## src/rtl/lotr_pkg.sv

```systemverilog
// Shared types for the ring endpoint: opcodes, ring slot payload, initiator FSM states.
package lotr_pkg;

    typedef enum logic [1:0] {
        RD       = 2'b00,
        RD_RSP   = 2'b01,
        WR       = 2'b10,
        WR_BCAST = 2'b11
    } t_opcode;

    typedef struct packed {
        t_opcode     opcode;
        logic [31:0] address;
        logic [31:0] data;
    } t_ring_req;

    localparam int CORE_ID_MSB = 31;
    localparam int CORE_ID_LSB = 24;

    typedef enum logic {
        IDLE,
        WAIT_RSP
    } t_init_state;

endpackage

```

## src/rtl/ring_req_fifo.sv

```systemverilog
// Synchronous FIFO of ring requests; head is read combinationally from the read pointer.
module ring_req_fifo
    import lotr_pkg::*;
#(
    parameter int DEPTH = 4
) (
    input  logic      clk,
    input  logic      rst_n,
    input  logic      push,
    input  t_ring_req push_data,
    input  logic      pop,
    output t_ring_req head,
    output logic      full,
    output logic      empty
);

    localparam int AW = (DEPTH > 1) ? $clog2(DEPTH) : 1;

    t_ring_req       mem [DEPTH];
    logic [AW-1:0]   wr_ptr;
    logic [AW-1:0]   rd_ptr;
    logic [AW:0]     count;

    // DEPTH is a power of two, so pointers wrap by natural overflow.
    always_ff @(posedge clk or negedge rst_n) begin
        if (!rst_n) begin
            wr_ptr <= '0;
            rd_ptr <= '0;
            count  <= '0;
        end else begin
            if (push) wr_ptr <= wr_ptr + 1'b1;
            if (pop)  rd_ptr <= rd_ptr + 1'b1;
            case ({push, pop})
                2'b10:   count <= count + 1'b1;
                2'b01:   count <= count - 1'b1;
                default: count <= count;
            endcase
        end
    end

    always_ff @(posedge clk) begin
        if (push) mem[wr_ptr] <= push_data;
    end

    assign head  = mem[rd_ptr];
    assign full  = (count == (AW + 1)'(DEPTH));
    assign empty = (count == '0);

endmodule

```

## src/rtl/ring_req_initiator.sv

```systemverilog
// Ring endpoint that queues core RD/WR requests, injects them into free ring slots and consumes its read response.
// Optional read-response timeout enabled by defining LOTR_RING_TIMEOUT_EN.
module ring_req_initiator
    import lotr_pkg::*;
#(
    parameter int REQ_FIFO_DEPTH = 4,
    parameter int TIMEOUT_CYCLES = 256
) (
    input  logic        QClk,
    input  logic        RstQnnnL,
    input  logic [7:0]  CoreID,
    input  logic        ReqValid,
    output logic        ReqReady,
    input  logic [1:0]  ReqOpcode,
    input  logic [31:0] ReqAddress,
    input  logic [31:0] ReqData,
    output logic        RspValid,
    output logic [31:0] RspData,
    output logic        RspError,
    input  logic        RingInputValidQ500H,
    input  logic [1:0]  RingInputOpcodeQ500H,
    input  logic [31:0] RingInputAddressQ500H,
    input  logic [31:0] RingInputDataQ500H,
    output logic        RingOutputValidQ502H,
    output logic [1:0]  RingOutputOpcodeQ502H,
    output logic [31:0] RingOutputAddressQ502H,
    output logic [31:0] RingOutputDataQ502H
);

    t_ring_req   req_in;
    t_ring_req   head;
    t_ring_req   inject_req;
    t_ring_req   slot_q501;
    t_ring_req   slot_q502;
    logic        valid_q501;
    logic        valid_q502;
    logic        push;
    logic        pop;
    logic        full;
    logic        empty;
    logic        ready_en;
    logic        match;
    logic        free;
    logic        inject;
    logic        timeout;
    logic        rsp_valid;
    logic [31:0] rsp_data;
    logic        rsp_error;
    t_init_state state;
    t_init_state state_next;

    assign req_in   = '{opcode: t_opcode'(ReqOpcode), address: ReqAddress, data: ReqData};
    assign ReqReady = ready_en && !full;
    assign push     = ReqValid && ReqReady;

    ring_req_fifo #(.DEPTH(REQ_FIFO_DEPTH)) u_fifo (
        .clk       (QClk),
        .rst_n     (RstQnnnL),
        .push      (push),
        .push_data (req_in),
        .pop       (pop),
        .head      (head),
        .full      (full),
        .empty     (empty)
    );

    // Keeps ReqReady low while in reset and until the first clock edge after release.
    always_ff @(posedge QClk or negedge RstQnnnL) begin
        if (!RstQnnnL) ready_en <= 1'b0;
        else           ready_en <= 1'b1;
    end

    always_ff @(posedge QClk or negedge RstQnnnL) begin
        if (!RstQnnnL) begin
            valid_q501 <= 1'b0;
            slot_q501  <= '0;
        end else begin
            valid_q501 <= RingInputValidQ500H;
            slot_q501  <= '{opcode:  t_opcode'(RingInputOpcodeQ500H),
                            address: RingInputAddressQ500H,
                            data:    RingInputDataQ500H};
        end
    end

    // A matching response frees its slot, so the next queued request may take it in the same cycle.
    assign match  = valid_q501 && (slot_q501.opcode == RD_RSP) &&
                    (slot_q501.address[CORE_ID_MSB:CORE_ID_LSB] == CoreID) && (state == WAIT_RSP);
    assign free   = !valid_q501 || match;
    assign inject = !empty && free && ((state == IDLE) || match);
    assign pop    = inject;

    always_comb begin
        inject_req = head;
        if (head.opcode == RD) inject_req.data = {24'h0, CoreID};
    end

    always_comb begin
        state_next = state;
        case (state)
            IDLE: begin
                if (inject && head.opcode == RD) state_next = WAIT_RSP;
            end
            WAIT_RSP: begin
                if (inject)                state_next = (head.opcode == RD) ? WAIT_RSP : IDLE;
                else if (match || timeout) state_next = IDLE;
            end
            default: state_next = IDLE;
        endcase
    end

    always_ff @(posedge QClk or negedge RstQnnnL) begin
        if (!RstQnnnL) state <= IDLE;
        else           state <= state_next;
    end

`ifdef LOTR_RING_TIMEOUT_EN
    localparam int TO_W = (TIMEOUT_CYCLES > 1) ? $clog2(TIMEOUT_CYCLES) : 1;

    logic [TO_W-1:0] to_count;

    // Counts only while continuously waiting on the same read; any exit or re-entry restarts at zero.
    always_ff @(posedge QClk or negedge RstQnnnL) begin
        if (!RstQnnnL)
            to_count <= '0;
        else if (state == WAIT_RSP && state_next == WAIT_RSP && !match)
            to_count <= to_count + 1'b1;
        else
            to_count <= '0;
    end

    assign timeout = (state == WAIT_RSP) && !match && (to_count == TO_W'(TIMEOUT_CYCLES - 1));
`else
    assign timeout = 1'b0;
`endif

    always_ff @(posedge QClk or negedge RstQnnnL) begin
        if (!RstQnnnL) begin
            valid_q502 <= 1'b0;
            slot_q502  <= '0;
            rsp_valid  <= 1'b0;
            rsp_data   <= '0;
            rsp_error  <= 1'b0;
        end else begin
            if (inject) begin
                valid_q502 <= 1'b1;
                slot_q502  <= inject_req;
            end else if (match) begin
                valid_q502 <= 1'b0;
                slot_q502  <= '0;
            end else begin
                valid_q502 <= valid_q501;
                slot_q502  <= slot_q501;
            end
            rsp_valid <= match || timeout;
            rsp_data  <= match ? slot_q501.data : 32'h0;
            rsp_error <= timeout;
        end
    end

    assign RingOutputValidQ502H   = valid_q502;
    assign RingOutputOpcodeQ502H  = slot_q502.opcode;
    assign RingOutputAddressQ502H = slot_q502.address;
    assign RingOutputDataQ502H    = slot_q502.data;
    assign RspValid               = rsp_valid;
    assign RspData                = rsp_data;
    assign RspError               = rsp_error;

endmodule

```

## config.mk

```make
export PLATFORM = sky130hd
export DESIGN_NAME = ring_req_initiator
export DESIGN_NICKNAME = d
export VERILOG_FILES = /design/src/rtl/lotr_pkg.sv /design/src/rtl/ring_req_fifo.sv /design/src/rtl/ring_req_initiator.sv
export SDC_FILE = /design/constraint.sdc
export NUM_CORES = 1
export LEC_CHECK = 0
export BUFFER_PORTS_ARGS = -buffer_cell sky130_fd_sc_hd__buf_2
export CAP_MARGIN = 20
export CORE_ASPECT_RATIO = 1.75
export CORE_UTILIZATION = 60
export DETAILED_ROUTE_END_ITERATION = 7
export PLACE_DENSITY = 0.84
export REMOVE_ABC_BUFFERS = 1
export SKIP_LAST_GASP = 1
export SLEW_MARGIN = 20
export SYNTH_ARGS = -nofsm -noshare
export SYNTH_HDL_FRONTEND = slang
export SYNTH_SLANG_ARGS = --single-unit
```

## constraint.sdc

```tcl
create_clock -name QClk -period 7.8 [get_ports QClk]
set_input_delay 0.39 -clock QClk [delete_from_list [all_inputs] [get_ports QClk]]
set_output_delay 0.39 -clock QClk [all_outputs]
set_load 0.02 [all_outputs]
```

After elaboration in Yosys (flattened, before gate mapping) --
Memories as Yosys holds them, arrays and structs flattened. Index checks and enable logic that the tools add are counted. W data, S select, Z words.
Storage, ports and cells: bits in registers 176, bits in latches 0, bits in writable memories 264, ROM bits 0, bits of input ports 144, word-level logic and storage cells 56, memories 1
Memory list:
- u_fifo.mem | depth 4, width 66, read ports 1, clocked after memory_dff 0, wr ports 1, RTL line ring_req_fifo.sv:19 | t_ring_req mem [DEPTH];
Operators by class: add/sub/neg operators 4, $mul 0, div/mod/pow operators 0, $lt $le $gt $ge 0, eq/ne operators 5, shifts and indexed selects 0, multiplexer cells 14, bitwise gates (word level) 1, reduce and logical (&&, ||, !) cells 16
Operators by type and width (count):
- $mux W66 | 2
- $mux W32 | 2
- $eq A8 B8 Y1 | 1
- $logic_and A1 B1 Y1 | 8
- $mux W1 | 8
- $pmux W3 S2 | 1
- $add A2 B1 Y2 const B | 2
- $eq A2 B1 Y1 const B | 2
- $add A3 B1 Y3 const B | 1
- $eq A3 B3 Y1 const B | 1
- $logic_not A1 Y1 | 3
- $logic_not A3 Y1 | 1
- $sub A3 B1 Y3 const B | 1
- $eq A2 B2 Y1 const B | 1
- $logic_not A2 Y1 | 1
- $logic_or A1 B1 Y1 | 2
- $pmux W1 S2 | 1
- $reduce_bool A2 Y1 | 1
- $not A1 Y1 | 1

Longest topological paths before layout --
Gate-level depths: netlist (run 1).
depth in word-level cells 10, mapped depth 12, gate-level depth less buffers 11

Modules after synthesis --
From an unflattened synthesis (run 1), not the netlist that was laid out.
Unflattened totals: cell total of the unflattened synthesis 726, area total of the unflattened synthesis 15468.6 µm²
Modules (own cells, without submodules):
- ring_req_fifo | times used 1, cells an instance 382, area an instance 9940.8 µm², seq. area each 8102.8 µm²
- ring_req_initiator | times used 1, cells an instance 344, area an instance 5527.8 µm², seq. area each 4229.1 µm²

Worst setup path after synthesis (run 1) --
No wires, ideal clock.
path type register to register, start reg u_fifo.count[0], end mem u_fifo.mem[0][0] (netlist name) (enable), library setup time 432 ps, arrival time 2724 ps, data required time 7368 ps, path slack 4645 ps, stages on the path, launching flop included 4, buffers on the path 0, cell sequence dfrtp_1 inv_1 a31oi_1 and3_1
Between the ends: cells in the longest elaborated chain, start to end 6
Ends and longest elaborated chain:
- start, declared | RTL line ring_req_fifo.sv:22 | logic [AW:0] count;
- start signal, assigned | RTL line ring_req_fifo.sv:34 | 2'b10: count <= count + 1'b1;
- start signal, assigned | RTL line ring_req_fifo.sv:35 | 2'b01: count <= count - 1'b1;
- start signal, assigned | RTL line ring_req_fifo.sv:36 | default: count <= count;
- $eq A3 B3 Y1 | RTL line ring_req_fifo.sv:46 | assign full = (count == (AW + 1)'(DEPTH));
- $logic_not A1 Y1 | RTL line ring_req_initiator.sv:53 | assign ReqReady = ready_en && !full;
- $logic_and A1 B1 Y1 | RTL line ring_req_initiator.sv:53
- named net ReqReady | RTL line ring_req_initiator.sv:13 | output logic ReqReady,
- $logic_and A1 B1 Y1 | RTL line ring_req_initiator.sv:54 | assign push = ReqValid && ReqReady;
- $mux W1 | RTL line ring_req_fifo.sv:42 | if (push) mem[wr_ptr] <= push_data;
- $mux W1 (not written as such) | RTL line ring_req_fifo.sv:42
- end, declared | RTL line ring_req_fifo.sv:19
The timed path passes the listed nets, and every way through them passes these cells.

Final worst setup path (run 1) --
start reg slot_q501[65] (netlist name), end reg u_fifo.count[2]
Between the ends: cells in the longest elaborated chain, start to end 9
Ends and longest elaborated chain:
- start, declared | RTL line ring_req_initiator.sv:33 | t_ring_req slot_q501;
- start signal, assigned | RTL line ring_req_initiator.sv:79 | slot_q501 <= '{opcode: t_opcode'(RingInputOpcodeQ500H),
- $eq A2 B1 Y1 * | RTL line ring_req_initiator.sv:86 | assign match = valid_q501 && (slot_q501.opcode == RD_RSP) &&
- $logic_and A1 B1 Y1 * (2 in a row) | RTL line ring_req_initiator.sv:86
- $logic_and A1 B1 Y1 * | RTL line ring_req_initiator.sv:87 | (slot_q501.address[CORE_ID_MSB:CORE_ID_LSB] == CoreID) && (state == WAIT_RSP);
- $logic_or A1 B1 Y1 | RTL line ring_req_initiator.sv:88 | assign free = !valid_q501 || match;
- $logic_and A1 B1 Y1 | RTL line ring_req_initiator.sv:89 | assign inject = !empty && free && ((state == IDLE) || match);
- $logic_and A1 B1 Y1 * | RTL line ring_req_initiator.sv:89
- $eq A2 B1 Y1 or $eq A2 B2 Y1 (tied branches) | RTL line ring_req_fifo.sv:33 | case ({push, pop})
- $pmux W3 S2 or $reduce_bool A2 Y1 (tied branches)
Every way passes the cells marked *; elsewhere a longest branch is shown, timed or not. A chain may end at the register's enable or synchronous reset.

==> results of run 1 <==
[power by group through the flow]
| stage | clock, µW | combinational (µW) | sequential [µW] |
|---|---|---|---|
| 2_1_floorplan | 0 | 292 | 2830 |
| 5_1_grt | 1890 | 583 | 2770 |
| 3_3_place_gp | 0 | 505 | 2790 |
| 6_report | 1770 | 536 | 2760 |
| 3_5_place_dp | 0 | 516 | 2800 |
| 4_1_cts | 1790 | 545 | 2760 |
[per-stage QoR]
| step | hold slack, ns | util, % | instance area (µm²) | cells | setup WS, ns |
|---|---|---|---|---|---|
| 2_1_floorplan | 0.09441 | - | 15110 | 673 | 3.083 |
| 3_3_place_gp | 0.4550 | 66.92 | 16830 | 1240 | 4.539 |
| 3_5_place_dp | 0.4645 | 66.92 | 16830 | 1240 | 4.398 |
| 4_1_cts | 0.04911 | 74.23 | 18670 | 1377 | 4.517 |
| 5_1_grt | 0.05632 | 74.36 | 18700 | 1389 | 4.348 |
| 6_report | 0.07107 | 74.37 | 18700 | 1390 | 4.535 |
[worst max-delay path, stage by stage, from the launching register on]
cell	delay [ns]
dfrtp_1	0.38
nand4b_1	0.21
nor4_2	0.34
and3_1	0.23
o21ai_2	0.18
inv_2	0.63
ha_1	0.32
inv_1	0.07
fa_1	0.39
xor2_1	0.16
nor2_1	0.11
xor2_1	0.16
[state kept, by name, indices dropped and copies added, names as in the netlist]
name and flops:
u_fifo.mem 264, slot_q501 66, RingOutputAddressQ502H 32, RingOutputDataQ502H 32, RspData 32, u_fifo.count 3, RingOutputOpcodeQ502H 2, u_fifo.rd_ptr 2
u_fifo.wr_ptr 2, RingOutputValidQ502H 1, RspValid 1, ready_en 1, state 1, valid_q501 1
[layout make-up]
| type | count | area, µm² |
|---|---|---|
| sequential | 440 | 12340 |
| fill | 1375 | 6444 |
| multi-input combinational | 224 | 2775 |
| timing repair buffer | 319 | 1967 |
| clock buffer | 56 | 1091 |
| tap | 316 | 395.4 |
| clock inverter | 13 | 67.56 |
| inverter | 9 | 33.78 |
| antenna | 13 | 32.53 |
[how the worst min path moves through the flow]
stage                   start                         end  slack [ns]  cells after the start
2_1_floorplan        RstQnnnL   RingOutputAddressQ502H[0]        0.09                      0
3_3_place_gp    slot_q501[48]  RingOutputAddressQ502H[16]        0.46                      1
3_5_place_dp    slot_q501[51]  RingOutputAddressQ502H[19]        0.46                      1
4_1_cts        ReqAddress[17]           u_fifo.mem[3][49]        0.05                      1
5_1_grt           ReqData[25]           u_fifo.mem[2][25]        0.06                      1
6_report           ReqData[7]            u_fifo.mem[1][7]        0.07                      1
[what timing repair did]
action | 4_1_cts | 5_1_grt
endpoints found under the hold margin | 160 | 0
hold buffers | 68 | 0
endpoints found under the setup margin | 0 | 0
setup buffers | 0 | 0
[per-layer routing]
| layer | routed length, µm | global-route usage [%] | vias up |
|---|---|---|---|
| met5 | 26 | 0 | - |
| met4 | 1343 | 12.20 | 6 |
| met3 | 2002 | 5.422 | 83 |
| met2 | 16930 | 43.49 | 308 |
| met1 | 11100 | 27.79 | 4038 |
| li1 | - | - | 3426 |
[cells by family (layout without fill, tap and decap cells)]
| group | count (synthesis) | after routing | share of synthesized area [%] |
|---|---|---|---|
| AO/OA/AOI/OAI | 76 | 76 | 4.204 |
| AND/OR/NAND/NOR | 52 | 52 | 2.077 |
| flip-flops | 440 | 440 | 80.60 |
| adder cells (fa/ha/maj) | 6 | 6 | 0.5398 |
| other | 2 | 15 | 0.04909 |
| buffers and inverters | 43 | 397 | 1.480 |
| XOR/XNOR | 13 | 13 | 0.7442 |
| multiplexers | 75 | 75 | 10.30 |
[cells in the final DEF, fill, tap and decap left out, drive strengths merged, types with 4 or more instances in the layout]
master	Yosys	routed
dfrtp	176	176
buf	22	250
a22o	58	58
xor2	10	10
diode	0	13
and3	5	5
mux2i	9	9
inv	9	10
ha	5	5
mux4	66	66
o2bb2ai	8	8
nor2	4	4
clkbuf	12	57
and2	33	33
edfxtp	264	264
clkinv	0	10
dlygate4sd3	0	68
==> results by stage, run 1 <==
Run status:
- The flow ran to the end, and the final reports show no timing, DRC or antenna violations.

Power:
- Internal power comes to roughly 4000 µW.
- In this run, flip-flops and latches consume 54.4% of the power.
- The static leakage is between 0.007 and 0.008 µW.
- For this design the ratio of total power to cell area is approximately 270 nW/µm².
- Combinational logic burns about a tenth of the power.
- The switching part of the total power is ~23%.
- The switching component of the power is between 1000 and 1500 µW.
- The clock network accounts for 35.0% of the total power.
- The total chip power is 5067 µW.
- The largest voltage drop on the vdd net is roughly 190 µV.

GRT:
- The global router's overall resource usage is between 20% and 30%.
- Entering global routing, the biggest net connects between 90 and 100 pins.
- The number of antenna violations at the first check in global routing is 15.
- The first global-routing pass estimated between 40 and 50 mm of wire.
- The overall overflow remaining after global route is 0.
- The number of global-route vias before repair is between 8000 and 9000.

Layout:
- From synthesis to final layout, the design area changed by 22.24%.
- The proportion of layout cells with a drive suffix above 1 is between 30% and 40%.
- The final layout contains approximately 1200 nets.

Floorplan:
- The area of the die is 26170 µm².
- The overall die width is about 120 µm.
- The core region is 25150 µm².
- During I/O placement, the number of pins put on the boundary was 246.
- The initialized floorplan defines 77 standard-cell rows.
- The initial core utilization is approximately 61%.
- The die is about 210 µm tall.

CTS:
- The number of levels the H-tree was split into is 2.
- The post-cts repair resize count is 0.
- Clock-pin slew was measured on the worst setup and hold paths at 0.07 ns.
- For this design, the sink count on the clock tree is between 400 and 500.
- The TritonCTS clock tree is yes.
- The clock passes through at most 3 buffers.
- The clock insertion delay at the later pin of the skew report is around 0.53 ns.
- The cell at the root of the clock tree is clkbuf_16.
- Clock tree synthesis inserted a total of 38 buffers.

Critical path:
- The endpoint identified for the worst register-to-register timing path is u_fifo.count[2].
- The capturing element type of the critical path is a flip-flop.
- The setup slack of the worst register-to-register path is 4.54 ns.
- The required time reported for the critical path endpoint is around 8.3 ns.
- The startpoint of the worst register-to-register path is slot_q501[65].
- In this run the worst path has a maximum fanout of 35.
- The logic depth of the worst register-to-register path is 11.
- The critical path start-end classification is reg2reg.
- STA classifies the critical path startpoint as a flip-flop.
- The worst setup path endpoint is u_fifo.count[2].
- Data on the critical path arrives at its endpoint at between 3 and 4 ns.
- The launch point of the worst path is slot_q501[65].

Yosys:
- The number of synthesized flops with an enable pin is about 260.
- The mapped netlist covers approximately 15000 µm².
- Sequential cells were found to cover around 80% of the synthesized design area.
- Counting instances in the post-synthesis netlist gives the leading cell types as edfxtp_1 (264), dfrtp_1 (176), mux4_2 (66).
- The most repeated cell in the gate-level netlist after synthesis is edfxtp_1.
- The share of async-settable or async-resettable flops after synthesis is roughly two fifths.
- The number of instances in the synthesized netlist is around 710.
- The yosys synthesis warning count is 0.
- The most used flip-flop cell after synthesis is edfxtp_1.
- The mean instance size in the synthesized netlist is 21.64 µm².
- The number of distinct standard cells referenced by the synthesized netlist is 35.
- The top cell type by total area after synthesis is edfxtp_1.
- By area the synthesized netlist is led by edfxtp_1 (52%), dfrtp_1 (29%), mux4_2 (9.7%).
- Of the post-synthesis cell area, the dominant cell type holds between 50% and 60%.
- The register bit total from synthesis is 440.

Timing:
- Across the routed clock network, the largest skew measured is 0.01889 ns.
- The total negative slack is 0 ns.
- At the pin with the least slew margin, the transition time is between 1 and 1.5 ns.
- The highest achievable clock rate is 0.3063 GHz.
- The total count of hold-check failures in the final report is 0.
- The minimum period implied by the final worst setup slack is ~3.3 ns.
- The number of failing setup endpoints in the final timing report is 0.
- In this run the tightest slew margin relative to its limit is about 28%.
- The final count of pins violating max slew was 0.
- Setup repair after global routing left no endpoint under its margin.
- The final worst-path cycle share is between 40% and 50%.

Drt:
- Using the TritonRoute via totals, the vias-per-cell ratio works out to approximately 5.7.
- The number of iterations in the first detailed-routing pass is 5.
- For this block, the routed nets add up to about 31 mm of wire.
- The first routing iteration left around 540 violations.
- The count of nets left with antenna violations once routing finished came out at 0.
- The final routed DRC violation total is 0.
- The via count is 7861.
- After detailed routing, the average wire length per cell comes to 22.59 µm.

Placement:
- At the end of routability-driven placement, the weighted congestion stood at 0.7482.
- During placement, the flow inserted port buffers numbering roughly 240.
- The HPWL after detailed placement is between 15 and 20 mm.

Run:
- The count of max-cap constraint violations is 0.

Worst hold path:
- The classification of the worst-slack hold path is in2reg.
Note: power is estimated with default switching activity, not from simulation.
==> run 2, diff against run 1 <==
--- a/config.mk
+++ b/config.mk
@@ -5,12 +5,13 @@
 export SDC_FILE = /design/constraint.sdc
 export NUM_CORES = 1
 export LEC_CHECK = 0
+export ABC_AREA = 1
 export BUFFER_PORTS_ARGS = -buffer_cell sky130_fd_sc_hd__buf_2
 export CAP_MARGIN = 20
 export CORE_ASPECT_RATIO = 1.75
-export CORE_UTILIZATION = 60
+export CORE_UTILIZATION = 51
 export DETAILED_ROUTE_END_ITERATION = 7
-export PLACE_DENSITY = 0.84
+export PLACE_DENSITY = 0.75
 export REMOVE_ABC_BUFFERS = 1
 export SKIP_LAST_GASP = 1
 export SLEW_MARGIN = 20
==> constraint.sdc (replaced) <==
create_clock -name QClk -period 2.8 [get_ports QClk]
set_input_delay 0.14 -clock QClk [delete_from_list [all_inputs] [get_ports QClk]]
set_output_delay 0.14 -clock QClk [all_outputs]
set_load 0.02 [all_outputs]
==> run 2 against run 1 <==
The run now ends with DRC left. Register-to-register slack got worse by 4.1 ns. Highest routed layer is now met4. Worst hold slack got worse by 0.0070 ns. Via count up 52%. Die area grew 28%. Clock skew increased by 0.0019 ns. Setup slack worse by 4.1 ns. Non-clock buffer count increased by 92. Combinational power grew to 7.8 times the previous value. Core utilization down 8.8 points. Critical path depth is 2 higher.
==> results by stage, run 2 <==
CTS:
- TritonCTS created 40 clock buffers.
- For the worst-skew pair, the clock arrives at the later sink with an insertion delay of roughly 0.55 ns.
- The tree is rooted in a clkbuf_16.
- TritonCTS built the clock tree.
- The clock drives 440 sinks.
- The clock passes through at most 3 buffers.
- The number of levels the H-tree was split into is 2.
- The clock slew at the register clock pins of the worst setup and hold paths is around 0.07 ns.
- The number of setup buffers added after CTS is 0.

Layout:
- The most frequent standard cell in the layout excluding fill and tap cells is nand2_1.
- The count of non-filler cells in the finished layout is ~2200.
- The proportion of layout cells with a drive suffix above 1 is approximately a fifth.
- The register with the most flip-flops in the layout has roughly 260 of them.
- More flip-flops sit in one register than any other, and that register is u_fifo.mem.
- The total non-filler cell area in the finished layout is 21140 µm².
- The filler cell count in the final layout is around 2300.
- The largest registers in the layout are u_fifo.mem: 264 flops, slot_q501: 66 flops.
- The final-stage net count is about 1900.
- The sequential cells in the finished layout cover a total of 12340 µm².
- The synthesis-to-finish area growth is 26.95%.
- In the final layout, the multi-input gates occupy between 3000 and 4000 µm².
- The library cells used most frequently in the layout, excluding fill and tap cells, are nand2_1 (298), edfxtp_1 (264), buf_2 (243).

Run status:
- The flow ran to the end, but the final reports show violations.
- The final reports fail on DRC.

Placement:
- Once placement completed, the tool counted placed cells totaling about 2000.
- After detailed placement, the total cell area comes to approximately 18000 µm².
- Routability-driven placement finished with a final weighted congestion of 0.8283.
- Input and output buffers added on the ports amount to around 240.
- Summed over all nets, the half-perimeter wirelength after detailed placement is ~23 mm.

Power:
- Cell internal power was estimated by the tool at 12070 µW.
- For this design the ratio of total power to cell area is 831.1 nW/µm².
- Across the VDD grid, the largest voltage drop is 538.2 µV.
- The share of total power in combinational logic is between 20% and 30%.
- Of the total power, the share spent switching nets is 31.30%.
- Of the total power, the clock network draws about a third.
- The proportion of power drawn by flip-flops and latches is 43.9%.
- The total chip power is 17570 µW.
- In this run the power spent charging and discharging nets is around 5500 µW.
- The analysis attributes to cell leakage a power of 0.009196 µW.

Timing:
- The final count of pins violating max slew is 0.
- Timing would allow up to ~0.42 GHz.
- The number of failing setup endpoints in the final timing report is 0.
- The total count of hold-check failures in the final report is 0.
- Final hold analysis gives a worst-case slack of 0.06407 ns.
- Setup repair after global routing left no endpoint under its margin.
- The clock arrives with between 0.02 and 0.025 ns of skew.
- The worst slew slack as a fraction of its limit is roughly a third.
- The worst path uses a little under nine tenths of the clock period.
- The minimum period implied by the final worst setup slack is between 2 and 2.5 ns.
- The measured slew at the worst slew-check pin is 1.001 ns.

Critical path:
- STA classifies the critical path startpoint as a flip-flop.
- At the worst endpoint, the arrival time is about 2.8 ns.
- The critical path is of the reg2reg type.
- The peak fanout along the critical path is 3.
- The capturing element type of the critical path is a flip-flop.
- The required time reported for the critical path endpoint is 3.21 ns.

Yosys:
- Summing the areas of all compound-gate instances in the mapped netlist gives 4.171% of the synthesized area.
- Counting every instance in the synthesized netlist gives between 1000 and 1500.
- The number of different library cells used by synthesis comes to 27.
- The synthesized netlist devotes between 15 and 20% of its cell area to simple gates.
- For this run, the leading register cell type out of synthesis is edfxtp_1.
- After synthesis, the cell types taking the most area are edfxtp_1 (48%), dfrtp_1 (26%), nand2_1 (6.7%).
- After Yosys synthesis, full adders, half adders and majority gates account for less than 1% of the synthesized area.
- The most common cell in the synthesized netlist is nand2_1.
- The post-synthesis sequential area ratio is around three quarters.
- The largest family of logic cells by synthesized area is simple AND/OR/NAND/NOR gates.
- Yosys mapped a number of flops with a built-in enable equal to ~260.
- The share of async-settable or async-resettable flops after synthesis is roughly two fifths.
- Ranked by instance count, the synthesized netlist is headed by nand2_1 (299), edfxtp_1 (264), nor2_1 (229).
- The xor and xnor fraction of the mapped netlist area is 0.4208%.
- The cell area after synthesis is around 17000 µm².
- The yosys synthesis warning count is 0.
- The register bit total from synthesis is between 400 and 500.
- edfxtp_1 takes more of the synthesized area than any other cell.
- The proportion of netlist area held by the largest area contributor is 47.61%.
- Measured against the total synthesized area, the mux share comes to 0%.
- The mean instance size in the synthesized netlist is 11.74 µm².

Floorplan:
- The die height is ~240 µm.
- From left edge to right edge, the die measures roughly 140 µm.
- The initial core utilization is 51.67%.
- The number of rows created at floorplan is 87.
- The die covers roughly 33000 µm².
- 246 I/O pins were placed.
- The region available for standard cell placement spans around 32000 µm².

Drt:
- Dividing the detail-routed via count by the number of cells gives around 5.4.
- Dividing the detail-routed wire length by the instance count gives around 19 µm.
- Summed over all layers, the routed wires come to roughly 42 mm.
- The final routed DRC violation total is 19.
- The count of antenna-violating nets left after detailed routing is 0.
- The via count is 11940.
- For this run, the detailed router's first-pass iteration total came to 8.
- For this block, the initial DRC count from the detailed router was 892.

GRT:
- Global routing consumed, over all layers together, 25.10% of the routing resources.
- The number of antenna violations at the first check in global routing is 6.
- The global-route wire length before repair is around 64 mm.
- Entering global routing, the biggest net connects 74 pins.
- The total overflow left after global routing is 0.
- The number of global-route vias before repair came to 12460.

Run:
- The count of max-cap constraint violations is 0.

Worst hold path:
- The min-delay analysis places its worst path in the category in2reg.
==> run 2: routing by layer <==
layer	routed length, µm	track usage (%)	share of wire (%)	vias up
met2	22160	45.99	53	519
met4	2028	15.83	4.9	0
li1	-	-	-	5500
met1	15240	27.59	36	5781
met3	2323	3.373	5.6	139
met5	0	0	0	-
==> run 2: worst paths after layout <==
| kind | from | endpoint | slack (ns) | cells past startpoint |
|---|---|---|---|---|
| setup reg to reg | slot_q501[59] | u_fifo.count[2] | 0.39 | 13 |
| min in group asynchronous | RstQnnnL | RingOutputValidQ502H | 0.10 | 2 |
| hold reg to reg | slot_q501[9] | RspData[9] | 0.48 | 2 |
| setup / recovery | slot_q501[59] | u_fifo.count[2] | 0.39 | 13 |
| max in group asynchronous | RstQnnnL | slot_q501[13] | 1.87 | 3 |
| hold / removal | CoreID[5] | RingOutputDataQ502H[5] | 0.06 | 5 |
==> run 2: cell type report <==
type                            instances  share of cell area (%)
Sequential cell                       440                   58.38
Multi-Input combinational cell        804                   17.31
Timing Repair Buffer                  411                   13.79
Antenna cell                            6                 0.07104
Tap cell                              400                   2.368
Clock buffer                           51                   5.280
Clock inverter                         23                   1.214
Inverter                               89                   1.592
==> run 2: stage by stage <==
step | TNS [ns] | worst slack (ns) | utilization [%]
2_1_floorplan | -566.58 | -2.032 | -
3_3_place_gp | 0 | 0.5139 | 57.04
3_5_place_dp | 0 | 0.4775 | 57.04
4_1_cts | 0 | 0.4582 | 65.55
5_1_grt | 0 | 0.1511 | 65.60
6_report | 0 | 0.3939 | 65.60
==> run 2: worst max-delay path, cell delays in order (launching register included) <==
cell	delay, ns
dfrtp_1	0.40
xnor2_1	0.21
nand2_1	0.15
nor2_1	0.16
nand3_1	0.14
nand2_4	0.10
nand3_4	0.06
inv_1	0.06
ha_1	0.13
inv_1	0.07
fa_1	0.39
a21oi_1	0.15
o21ai_0	0.11
xor2_1	0.15
==> run 2: logic make-up after synthesis <==
family                   Yosys count
AO/OA/AOI/OAI                    129
AND/OR/NAND/NOR                  659
buffers and inverters            174
XOR/XNOR                           8
other                              2
flip-flops                       440
adder cells (fa/ha/maj)            6
==> run 2: timing repair <==
item,in CTS,in global routing
resized for setup,0,0
hold buffers,137,0
endpoints found under the hold margin,439,0
==> run 2: power groups by stage <==
stage	combinational, µW	clock, µW	sequential, µW
4_1_cts	4190	5740	7700
3_3_place_gp	3880	0	7810
5_1_grt	4620	5950	7750
6_report	4200	5660	7710
3_5_place_dp	4010	0	7830
2_1_floorplan	2160	0	8120
